File: src/rtl/mem_bus_pkg.sv
// Shared types and constants for the memory bus arbiter.
package mem_bus_pkg;

  typedef enum logic [1:0] {
    IDLE,
    GRANT,
    WAIT,
    DONE
  } arb_state_t;

  typedef logic [15:0]  bus_addr_t;
  typedef logic [255:0] bus_data_t;

  // Largest supported memory read latency; sizes the WAIT counter.
  localparam int unsigned RD_LAT_MAX = 3;

endpackage

File: src/rtl/mem_bus_arbiter_rr_picker.sv
// rr_picker: combinational round-robin winner selection.
// Build option ARB_FIXED_PRIO_EN: master 0 always wins when requesting and
// the rotating search covers masters 1..NUM_REQ-1 only.
module rr_picker #(
  parameter int unsigned NUM_REQ = 2,
  parameter int unsigned IDX_W   = 1
) (
  input  logic [NUM_REQ-1:0] req,
  input  logic [IDX_W-1:0]   pointer,
  output logic [NUM_REQ-1:0] winner,
  output logic [IDX_W-1:0]   winnerIdx
);

  logic [NUM_REQ-1:0] searchReq;
  logic               found;
  int unsigned        cand;

  // Search from the pointer upward, wrapping at NUM_REQ; first requester wins.
  always_comb begin
    winner    = '0;
    winnerIdx = '0;
    found     = 1'b0;
    searchReq = req;
    cand      = 0;
`ifdef ARB_FIXED_PRIO_EN
    if (req[0]) begin
      found     = 1'b1;
      winner[0] = 1'b1;
    end
    // Master 0 is handled above, so the rotation never lands on it.
    searchReq[0] = 1'b0;
`endif
    for (int unsigned i = 0; i < NUM_REQ; i++) begin
      cand = 32'(pointer) + i;
      if (cand >= NUM_REQ) begin
        cand = cand - NUM_REQ;
      end
      if (!found && searchReq[cand]) begin
        found        = 1'b1;
        winner[cand] = 1'b1;
        winnerIdx    = IDX_W'(cand);
      end
    end
  end

endmodule

File: src/rtl/mem_bus_arbiter.sv
// mem_bus_arbiter: round-robin sharing of the single memory bus between
// NUM_REQ masters, one complete read or write per grant.
// Build option ARB_FIXED_PRIO_EN gives master 0 absolute priority.
module mem_bus_arbiter
  import mem_bus_pkg::*;
#(
  parameter int unsigned NUM_REQ = 2,
  parameter int unsigned ADDR_W  = $bits(bus_addr_t),
  parameter int unsigned DATA_W  = $bits(bus_data_t),
  parameter int unsigned RD_LAT  = 1
) (
  input  logic                      Clk,
  input  logic                      nReset,
  input  logic [NUM_REQ-1:0]        req,
  input  logic [NUM_REQ-1:0]        req_wr,
  input  logic [NUM_REQ*ADDR_W-1:0] req_addr,
  input  logic [NUM_REQ*DATA_W-1:0] req_wdata,
  output logic [NUM_REQ-1:0]        gnt,
  output logic [NUM_REQ-1:0]        ack,
  output logic [DATA_W-1:0]         rdata,
  output logic [ADDR_W-1:0]         address,
  output logic                      nRead,
  output logic                      nWrite,
  output logic [DATA_W-1:0]         ExeDataOut,
  input  logic [DATA_W-1:0]         MemDataOut
);

  localparam int unsigned IDX_W = (NUM_REQ > 1) ? $clog2(NUM_REQ) : 1;
  localparam int unsigned CNT_W = $clog2(RD_LAT_MAX + 1);

  arb_state_t         state;
  arb_state_t         stateNext;
  logic [IDX_W-1:0]   rrPtr;
  logic [IDX_W-1:0]   grantIdx;
  logic [IDX_W-1:0]   pickIdx;
  logic [NUM_REQ-1:0] pickOneHot;
  logic               grantWr;
  logic [CNT_W-1:0]   waitCnt;
  logic               startTxn;
  logic               endStrobe;
  logic               captureRd;
  logic               finishTxn;
  logic [ADDR_W-1:0]  addrArr  [NUM_REQ];
  logic [DATA_W-1:0]  wdataArr [NUM_REQ];

  rr_picker #(
    .NUM_REQ (NUM_REQ),
    .IDX_W   (IDX_W)
  ) uPicker (
    .req       (req),
    .pointer   (rrPtr),
    .winner    (pickOneHot),
    .winnerIdx (pickIdx)
  );

  // Unpack the per-master address and write-data buses.
  always_comb begin
    for (int unsigned i = 0; i < NUM_REQ; i++) begin
      addrArr[i]  = req_addr[i*ADDR_W +: ADDR_W];
      wdataArr[i] = req_wdata[i*DATA_W +: DATA_W];
    end
  end

  // State register.
  always_ff @(posedge Clk or negedge nReset) begin
    if (!nReset) begin
      state <= IDLE;
    end else begin
      state <= stateNext;
    end
  end

  // Next-state and per-state control strobes.
  always_comb begin
    stateNext = state;
    startTxn  = 1'b0;
    endStrobe = 1'b0;
    captureRd = 1'b0;
    finishTxn = 1'b0;
    case (state)
      IDLE: begin
        if (|req) begin
          startTxn  = 1'b1;
          stateNext = GRANT;
        end
      end
      GRANT: begin
        endStrobe = 1'b1;
        stateNext = grantWr ? DONE : WAIT;
      end
      WAIT: begin
        if (waitCnt == CNT_W'(RD_LAT - 1)) begin
          captureRd = 1'b1;
          stateNext = DONE;
        end
      end
      DONE: begin
        finishTxn = 1'b1;
        stateNext = IDLE;
      end
      default: stateNext = IDLE;
    endcase
  end

  // Registered bus outputs: the grant, address and strobe are loaded on the
  // edge leaving IDLE so they are visible for the whole GRANT cycle.
  always_ff @(posedge Clk or negedge nReset) begin
    if (!nReset) begin
      gnt        <= '0;
      ack        <= '0;
      rdata      <= '0;
      address    <= '0;
      nRead      <= 1'b1;
      nWrite     <= 1'b1;
      ExeDataOut <= '0;
      rrPtr      <= '0;
      grantIdx   <= '0;
      grantWr    <= 1'b0;
      waitCnt    <= '0;
    end else begin
      ack <= '0;
      if (startTxn) begin
        gnt        <= pickOneHot;
        grantIdx   <= pickIdx;
        grantWr    <= req_wr[pickIdx];
        address    <= addrArr[pickIdx];
        ExeDataOut <= wdataArr[pickIdx];
        nWrite     <= !req_wr[pickIdx];
        nRead      <= req_wr[pickIdx];
      end
      if (endStrobe) begin
        nRead   <= 1'b1;
        nWrite  <= 1'b1;
        waitCnt <= '0;
      end
      if (state == WAIT) begin
        waitCnt <= waitCnt + 1'b1;
      end
      if (captureRd) begin
        rdata <= MemDataOut;
      end
      if (finishTxn) begin
        ack   <= gnt;
        gnt   <= '0;
        rrPtr <= (grantIdx == IDX_W'(NUM_REQ - 1)) ? '0 : grantIdx + 1'b1;
      end
    end
  end

endmodule

File: config.mk
export PLATFORM = sky130hd
export DESIGN_NAME = mem_bus_arbiter
export DESIGN_NICKNAME = d
export VERILOG_FILES = /design/src/rtl/mem_bus_pkg.sv /design/src/rtl/mem_bus_arbiter_rr_picker.sv /design/src/rtl/mem_bus_arbiter.sv
export SDC_FILE = /design/constraint.sdc
export NUM_CORES = 1
export LEC_CHECK = 0
export BUFFER_PORTS_ARGS = -buffer_cell sky130_fd_sc_hd__buf_2
export CAP_MARGIN = 20
export CORE_AREA = 2 2 523 525
export DETAILED_ROUTE_END_ITERATION = 8
export DIE_AREA = 0 0 525 527
export PLACE_DENSITY = 0.3
export SLEW_MARGIN = 40
export SYNTH_ARGS = -nofsm -noshare
export SYNTH_HDL_FRONTEND = slang
export SYNTH_SLANG_ARGS = --single-unit
File: constraint.sdc
create_clock -name Clk -period 1.6 [get_ports Clk]
set_input_delay 0.24 -clock Clk [delete_from_list [all_inputs] [get_ports Clk]]
set_output_delay 0.24 -clock Clk [all_outputs]
set_load 0.02 [all_outputs]
==> flow_metrics.tcl, run 1 <==
set metrics [dict create \
    wl_mm 186 \
    finalWorstSetupSlack_ns -0.171 \
    power_density_nw_per_um2 1880 \
    timing.reg2reg.worst_path_depth 7 \
    tritoncts_clock_tree "yes" \
    cell_family_with_the_largest_share_of_critical_path_delay "buffers and inverters" \
    cts-root-buf "clkbuf_16" \
    filler_cell_count 30493 \
    die-area_um2 277000 \
    drive_gt1_frac 0.459 \
    tritoncts.num_buffers 80 \
    number_of_global_route_vias_before_repair 28795 \
    critical_path.startpoint "state[0]" \
    cp_slowest_cell "dfrtp_1" \
    final.setup_skew_ns 0.0335 \
    cp_slowest_stage_delay_ns 0.38 \
    antenna_found_initial 115 \
    worst_hold_slack_ns 0.0673 \
    worst_path_arrival_time_ns 2.41 \
    crit-reg2reg-launch "state[0]" \
    grt.total_usage 0.128 \
    timing.final.crit_share 1.11 \
    setup_viol 504 \
    crit_chain "inv_2 > ha_4 > nand2_8 > buf_16 > clkbuf_16 > clkbuf_16 > mux2_4" \
    area.growth.synth_to_final_pct 107 \
    multi_input_gate_area_um2 9120 \
    route.antenna.remaining_nets 0 \
    core_area_um2 272000 \
    post_drt_wl_per_cell_um 22.9 \
    sum_of_internal_switching_and_leakage_power_mw 90.7 \
    cts.sink_count 541 \
    r2r_slack_ns -0.17 \
    sort_of_element_at_the_start_of_the_critical_path "register" \
    clock_path_buffers 4 \
    synthesis.yosys.warnings 0 \
    dp.final_hpwl_mm 151 \
    headroom_to_the_max_slew_limit 0.644 \
    placed_cell_area_um2 35900 \
    die_width_um 525 \
    clk_transition_reported_paths_ns 0.06 \
    worstPathBufferInverterCount 4 \
    synth_edf_count 0 \
    critPathMaxFanout 10 \
    minimum_clock_period_after_layout_ns 1.77 \
    synth_top_area_share 0.582 \
    vias_per_cell 3.39 \
    cts_htree_levels 3 \
    fin_area_um2 48100 \
    drtPass1Iterations 5 \
    die_height_um 527 \
    synth.largest_area_cell "dfrtp_1" \
    synth.cells.most_frequent "dfrtp_1, nor2_1, a21oi_1" \
    postSynth.topFlopCell "dfrtp_1" \
    synth.avg_cell_area_um2 10.8 \
    remaining_drc_errors 0 \
    max-vdd-ir-drop_mv 0.744 \
    synth_area_leaders "dfrtp_1, mux2_2, a31oi_1" \
    drt_first_iter_violations 1327 \
    num_rows 192 \
    worstSetupEndpointType "register" \
    timing.setup.critical_path_class "register to register" \
    critical_path.reg2reg.endpoint "rdata[93]" \
    synth_sequential_area_ratio 0.584 \
    final_core_utilization 0.177 \
    globalRouteOverflowTotal 0 \
    grt_pass1_wl_mm 247 \
    timing.fmax_ghz 0.565 \
    setup_repair_after_global_routing_missed_its_margin "true" \
    path_common_cell "clkbuf_16" \
    outcome "complete, but fails checks" \
    floorplan.initialDensity 0.0854 \
    most_numerous_cell_in_the_yosys_netlist "dfrtp_1" \
    max_capacitance_violation_total 0 \
    synth_area_um2 23200 \
    violations "setup timing" \
    pin_count 1340 \
    drv_slew 0 \
    insertion_delay_ns 0.76 \
    worst_path_required_ns 2.24 \
    regArea_um2 13500 \
    postSynth.asyncResetShare 1.00 \
    detailroute.via_count 27562 \
    synth.ff_latch_count 541 \
    power.static_leakage_nw 20.8 \
    timing.critical_path.depth 7 \
    endpoint "rdata[93]" \
    report.final.hold_viol_count 0 \
    netlist_instances 2142 \
    maximum_number_of_pins_on_one_net_before_global_route_repair 76 \
    globalplace.congestion 0.867 \
    num-nets-final 5248 \
    hold_path_class "input port to register" \
    ys_types 31 \
    worst_pin_slew_ns 0.528 \
    port_buffers 1339 \
    postSynthNetCount 2953 \
]
[layout make-up]
class / instances / share of cell area
well taps: 3589 / 0.0933
repair buffers: 2425 / 0.378
diodes: 38 / 0.00198
clock inverters: 20 / 0.00554
inverters: 5 / 0.000546
clock buffers: 122 / 0.0499
multi-input cells: 1384 / 0.190
flip-flops and latches: 541 / 0.282
[cell usage in the layout, fill, tap and decap left out, types with 9 or more instances in the layout]
cell and count:
buf_2 1329, dlygate4sd3_1 802, dfrtp_1 534, nor2_1 279, a21oi_1 274, o21ai_0 273, mux2_2 242, a31oi_1 233
buf_4 183, clkbuf_16 91, buf_12 49, diode_2 38, a31oi_2 27, buf_6 23, clkbuf_8 22, clkbuf_1 19
mux2_4 15, a31oi_4 14, buf_16 14, buf_8 14, clkinv_2 9
[worst register-to-register path, delay by kind of cell, from the launching register on]
kind / cells / cell delay (ns)
mux: 1 / 0.30
fa+ha+maj: 1 / 0.18
flops: 1 / 0.38
simple gates: 1 / 0.10
buf+inv: 4 / 0.71
[metal layers]
metal | up-vias | wire length [um] | global-route usage | share of wire
met5 | - | 501 | 0 | 0.0027
met4 | 78 | 5080 | 0.0334 | 0.027
met3 | 279 | 15300 | 0.0421 | 0.082
met2 | 1300 | 85000 | 0.207 | 0.46
met1 | 13509 | 80400 | 0.161 | 0.43
li1 | 12396 | - | - | -
[flip-flops by register name, summed over array words and instances, names as in the netlist]
| name | count |
|---|---|
| ExeDataOut | 256 |
| rdata | 256 |
| address | 16 |
| ack | 2 |
| gnt | 2 |
| state | 2 |
| waitCnt | 2 |
| grantIdx | 1 |
| grantWr | 1 |
| nRead | 1 |
| nWrite | 1 |
| rrPtr | 1 |
[metrics by stage]
step                      cells  setup slack (ns)  TNS [ns]
after global routing       8107            -0.250    -98.27
final                      8124            -0.171    -41.98
after floorplan            2142           -0.0414     -1.65
after CTS                  8073            -0.233    -83.22
after global placement     7112            -0.386   -105.52
after detailed placement   7112            -0.353    -88.28
[repair_timing]
| action | CTS | global route |
|---|---|---|
| pin swaps | 2 | 4 |
| gates resized for setup | 93 | 87 |
| setup endpoints to repair | 1033 | 1005 |
| endpoints found under the hold margin | 1070 | 1 |
| buffers inserted | 10 | 3 |
| hold buffers | 801 | 1 |
| cloned | 8 | 11 |
[worst min-delay path by stage]
stage | from | end | slack (ns) | cells past startpoint
finish | req_wdata[451] | ExeDataOut[195] | 0.07 | 4
global placement | nReset | rdata[252] | 0.03 | 1
detailed placement | nReset | rdata[252] | 0.03 | 1
CTS | req_wdata[370] | ExeDataOut[114] | 0.009 | 4
global route | req_wdata[370] | ExeDataOut[114] | 0.03 | 4
floorplan | nReset | ExeDataOut[0] | -0.06 | 0
[report_power, final]
group	internal, mW	switching, mW	total [mW]
clock	11.3	7.14	18.4
combinational	19.3	28.0	47.3
sequential	20.8	4.14	25.0
[logic make-up (layout without fill, tap and decap cells)]
| logic type | Yosys count | after routing | synth area share |
|---|---|---|---|
| buffers and inverters | 217 | 2572 | 0.0449 |
| and+or+nand+nor | 290 | 290 | 0.0479 |
| muxes | 257 | 257 | 0.125 |
| AOI/OAI and AO/OA | 832 | 832 | 0.196 |
| DFF | 541 | 541 | 0.584 |
| adders and majority gates | 5 | 5 | 0.00270 |
| other | 0 | 38 | 0 |
(Power assumes the default switching activity.)
==> run 2: changes to the inputs <==
- RECOVER_POWER: not set -> 25
==> run 2 against run 1 <==
Net effect: the flow still finishes with violations (setup timing); cell count about the same; cell area is 0.15% lower; sequential power about the same; core utilization about the same; clock power is essentially flat; clock skew shrank 0.00075 ns; worst hold slack lost 0.0025 ns; critical path depth did not move; clock-buffer cell count unchanged; largest power group unchanged.
==> flow_metrics.tcl, run 2 (synthesized netlist as in run 1, its figures left out) <==
set metrics [dict create \
    outcome "complete, but fails checks" \
    violations "setup timing" \
    drtPass1Iterations 5 \
    cts_htree_levels 3 \
    core_area_um2 272000 \
    cts.sink_count 541 \
    drive_gt1_frac 0.458 \
    port_buffers 1339 \
    sort_of_element_at_the_start_of_the_critical_path "register" \
    cp_slowest_cell "dfrtp_1" \
    power_density_nw_per_um2 1890 \
    crit_chain "inv_2 > ha_4 > nand2_8 > buf_16 > clkbuf_16 > clkbuf_16 > mux2_4" \
    die_width_um 525 \
    final.setup.tns_ns -42.21 \
    hold_path_class "input port to register" \
    timing.fmax_ghz 0.565 \
    worstPathBufferInverterCount 4 \
    max-vdd-ir-drop_mv 0.746 \
    fraction_of_power_spent_switching_nets 0.433 \
    drv_slew 0 \
    p_clk_frac 0.203 \
    worst_hold_slack_ns 0.0648 \
    final_core_utilization 0.177 \
    worstSetupEndpointType "register" \
    final_common_cell "buf_2" \
    maximum_number_of_pins_on_one_net_before_global_route_repair 76 \
    detailroute.via_count 27627 \
    die_height_um 527 \
    headroom_to_the_max_slew_limit 0.372 \
    worst_path_arrival_time_ns 2.41 \
    pin_count 1340 \
    drt_first_iter_violations 1298 \
    seqPwrFrac 0.276 \
    comb_power_share 0.521 \
    critPathMaxFanout 10 \
    max_capacitance_violation_total 0 \
    tritoncts.num_buffers 80 \
    wl_mm 186 \
    power.static_leakage_nw 20.8 \
    clk_transition_reported_paths_ns 0.06 \
    post_drt_wl_per_cell_um 22.9 \
    route.antenna.remaining_nets 0 \
    num_rows 192 \
    finalWorstSetupSlack_ns -0.171 \
    sum_of_internal_switching_and_leakage_power_mw 90.6 \
    worst_path_required_ns 2.24 \
    layout_top_registers "ExeDataOut (256), rdata (256), address (16)" \
    timing.setup.critical_path_class "register to register" \
    dp.final_hpwl_mm 151 \
    cp_slowest_stage_delay_ns 0.38 \
    antenna_found_initial 115 \
    mostFrequentLayoutCells "buf_2, dlygate4sd3_1, dfrtp_1" \
    worst_pin_slew_ns 0.942 \
    die-area_um2 277000 \
    minimum_clock_period_after_layout_ns 1.77 \
    path_common_cell "clkbuf_16" \
    timing.final.crit_share 1.11 \
    clock_path_buffers 4 \
    num-nets-final 5248 \
    setup_viol 507 \
    cts-root-buf "clkbuf_16" \
    grt.total_usage 0.128 \
    vias_per_cell 3.40 \
    grt_pass1_wl_mm 247 \
    number_of_global_route_vias_before_repair 28795 \
    cellInternalPower_mw 51.4 \
    remaining_drc_errors 0 \
    insertion_delay_ns 0.76 \
    final.setup_skew_ns 0.0327 \
    report.final.hold_viol_count 0 \
    power.net_switching_mw 39.3 \
    tritoncts_clock_tree "yes" \
    cell_family_with_the_largest_share_of_critical_path_delay "buffers and inverters" \
    globalplace.congestion 0.867 \
    setup_repair_after_global_routing_missed_its_margin "true" \
    floorplan.initialDensity 0.0854 \
    area.growth.synth_to_final_pct 107 \
    globalRouteOverflowTotal 0 \
]
[run 2: changes by cell type in the layout (fill, tap and decap cells not counted), sizes merged]
| cell | before | now |
|---|---|---|
| clkbuf | 132 | 144 |
| diode | 38 | 35 |
| buf | 1612 | 1600 |
[run 2: repair_timing]
action | in CTS | in global routing
resized for setup | 93 | 87
pin swaps | 2 | 4
setup buffers | 10 | 3
hold buffers | 801 | 1
hold endpoints to repair | 1070 | 1
endpoints found under the setup margin | 1033 | 1005
gates cloned | 8 | 11
[run 2: path summary, 6_finish.rpt]
check	endpoint	cells after the start	from	slack [ns]
worst max-delay path	rdata[93]	7	state[0]	-0.17
worst min-delay path	ExeDataOut[195]	4	req_wdata[451]	0.06
worst max register to register	rdata[93]	7	state[0]	-0.17
worst min register to register	rrPtr	1	grantIdx	0.47
max in group asynchronous	ExeDataOut[29]	5	nReset	0.09
min in group asynchronous	rdata[237]	3	nReset	0.42
[run 2: power groups by stage]
stage	clock (mW)	sequential, mW	combinational (mW)
6_report	18.4	25.0	47.2
5_1_grt	19.6	25.8	50.3
4_1_cts	19.2	25.0	46.5
3_5_place_dp	0	25.0	42.4
3_3_place_gp	0	25.0	42.4
2_1_floorplan	0	32.8	14.1
[run 2: per-layer routing]
metal  wire [um]  GRT usage  share of wire
met1       80500      0.161           0.43
met2       84900      0.207           0.46
met3       15300     0.0421          0.082
met4        5050     0.0334          0.027
met5         514          0         0.0028
[run 2: cell type report]
cell class	instances	area, um^2
fill	30506	224000
timing repair buffer	2425	18100
sequential	541	13500
multi-input combinational	1384	9120
tap	3589	4490
clock buffer	122	2400
clock inverter	20	267
antenna	35	87.6
inverter	5	26.3
[run 2: per-stage QoR]
step                std cells  worst slack, ns  area, um^2
floorplan                2142          -0.0414       23200
global placement         7112           -0.386       35900
detailed placement       7112           -0.353       35900
CTS                      8073           -0.233       47300
global route             8107           -0.250       48000
finish                   8121           -0.171       48000
[run 2: worst register-to-register path: stages (launching register included)]
cell and delay (ns):
dfrtp_1 0.38, inv_2 0.12, ha_4 0.18, nand2_8 0.10
buf_16 0.20, clkbuf_16 0.21, clkbuf_16 0.18, mux2_4 0.30
==> run 3: changes to the inputs <==
- SKIP_CTS_REPAIR_TIMING: not set -> 1
- SKIP_LAST_GASP: not set -> 1
==> run 3 against run 2 <==
Net effect: the flow finishes with violations (hold timing, setup timing); clock power hardly changed; power is 1.6% lower; first-iteration DRC count is 13% higher; core utilization shrank 0.21 points; routed wire length is 0.95% lower; critical path depth is the same.
==> flow_metrics.tcl, run 3 (synthesized netlist as in run 1, its figures left out) <==
set metrics [dict create \
    drive_gt1_frac 0.452 \
    report.final.hold_viol_count 1 \
    power.static_leakage_nw 20.5 \
    die_width_um 525 \
    cts_htree_levels 3 \
    tritoncts_clock_tree "yes" \
    final_cell_count_no_fill 8114 \
    globalRouteOverflowTotal 0 \
    minimum_clock_period_after_layout_ns 1.79 \
    drtPass1Iterations 5 \
    die_height_um 527 \
    core_area_um2 272000 \
    worst_path_arrival_time_ns 2.43 \
    worstPathBufferInverterCount 4 \
    cell_family_with_the_largest_share_of_critical_path_delay "buffers and inverters" \
    layout_top_registers "ExeDataOut (256), rdata (256), address (16)" \
    antenna_found_initial 134 \
    die-area_um2 277000 \
    num_rows 192 \
    path_common_cell "clkbuf_16" \
    violations "hold timing, setup timing" \
    final.setup_skew_ns 0.0229 \
    final_common_cell "buf_2" \
    worst_path_required_ns 2.24 \
    clock_path_buffers 4 \
    hold_path_class "input port to register" \
    floorplan.initialDensity 0.0854 \
    sort_of_element_at_the_start_of_the_critical_path "register" \
    globalplace.congestion 0.867 \
    tritoncts.num_buffers 80 \
    finalWorstSetupSlack_ns -0.194 \
    power_density_nw_per_um2 1880 \
    cp_slowest_stage_delay_ns 0.39 \
    remaining_drc_errors 0 \
    route.antenna.remaining_nets 0 \
    max_capacitance_violation_total 0 \
    outcome "complete, but fails checks" \
    timing.final.crit_share 1.12 \
    insertion_delay_ns 0.75 \
    worst_pin_slew_ns 0.926 \
    grt.total_usage 0.124 \
    cp_slowest_cell "dfrtp_1" \
    number_of_global_route_vias_before_repair 25073 \
    vias_per_cell 3.39 \
    worst_hold_slack_ns -0.0135 \
    sum_of_internal_switching_and_leakage_power_mw 89.2 \
    critPathMaxFanout 7 \
    area.growth.synth_to_final_pct 105 \
    clk_transition_reported_paths_ns 0.06 \
    timing.setup.critical_path_class "register to register" \
    maximum_number_of_pins_on_one_net_before_global_route_repair 76 \
    cts-root-buf "clkbuf_16" \
    setup_viol 506 \
    grt_pass1_wl_mm 236 \
    timing.fmax_ghz 0.558 \
    dp.cells 7112 \
    detailroute.via_count 27520 \
    port_buffers 1339 \
    post_drt_wl_per_cell_um 22.7 \
    num-nets-final 5230 \
    pin_count 1340 \
    dp.final_hpwl_mm 151 \
    wl_mm 184 \
    headroom_to_the_max_slew_limit 0.383 \
    cts.sink_count 541 \
    crit_chain "inv_2 > ha_4 > nand2_8 > buf_16 > clkbuf_16 > clkbuf_16 > mux2_4" \
    drt_first_iter_violations 1465 \
    drv_slew 0 \
    worstSetupEndpointType "register" \
    max-vdd-ir-drop_mv 0.681 \
    setup_repair_after_global_routing_missed_its_margin "true" \
    mostFrequentLayoutCells "buf_2, dlygate4sd3_1, dfrtp_1" \
]
## run 3: cell types whose count changed in the layout (fill, tap and decap cells not counted), moves of 6 or more
| cell | change |
|---|---|
| mux2_2 | +14 |
| buf_6 | -11 |
| a31oi_1 | +13 |
| buf_2 | +6 |
| diode_2 | +11 |
| mux2_4 | -14 |
| buf_16 | -6 |
| dlygate4sd3_1 | -6 |
| a31oi_2 | -9 |
| buf_4 | +7 |
## run 3: stage by stage
step	setup slack (ns)	util	TNS, ns	hold slack [ns]	cell area, um^2
final	-0.194	0.175	-40.94	-0.0135	47500
after CTS	-0.437	0.142	-119.37	-0.837	38600
after global routing	-0.230	0.175	-93.60	0.00558	47400
after floorplan	-0.0414	-	-1.65	-0.0556	23200
after detailed placement	-0.353	0.132	-88.28	0.0295	35900
after global placement	-0.386	0.132	-105.52	0.0298	35900
## run 3: worst paths after layout
kind | slack (ns) | depth (start not counted) | start | to
worst max register to register | -0.19 | 7 | state[0] | rdata[138]
worst min-delay path | -0.01 | 4 | req_wdata[364] | ExeDataOut[108]
worst max-delay path | -0.19 | 7 | state[0] | rdata[138]
worst min register to register | 0.46 | 1 | grantIdx | rrPtr
min in group asynchronous | 0.41 | 3 | nReset | rdata[205]
max in group asynchronous | 0.09 | 5 | nReset | ExeDataOut[36]
## run 3: tightest hold or removal path: stages
cell	delay [ns]
buf_2	0.08
a31oi_1	0.07
buf_4	0.16
a21oi_1	0.13
## run 3: cell type report
class	instances	area (um^2)
inverters	5	26.3
fillers	30610	224000
repair buffers	2407	17700
well taps	3589	4490
clock inverters	20	267
multi-input cells	1384	8950
diodes	46	115
clock buffers	122	2400
flip-flops and latches	541	13500
## run 3: where the power goes
part	leakage (nW)	total [mW]	internal [mW]	switching, mW
clock	1.31	18.4	11.3	7.14
combinational	13.1	45.8	18.3	27.6
sequential	6.17	24.9	20.8	4.11
total	20.5	89.2	50.4	38.8
## run 3: routing by layer
metal	share of wire	global-route usage	up-vias
met1	0.43	0.148	13429
li1	-	-	12375
met3	0.086	0.0601	260
met5	0.0028	0	-
met4	0.027	0.0307	84
met2	0.45	0.199	1372
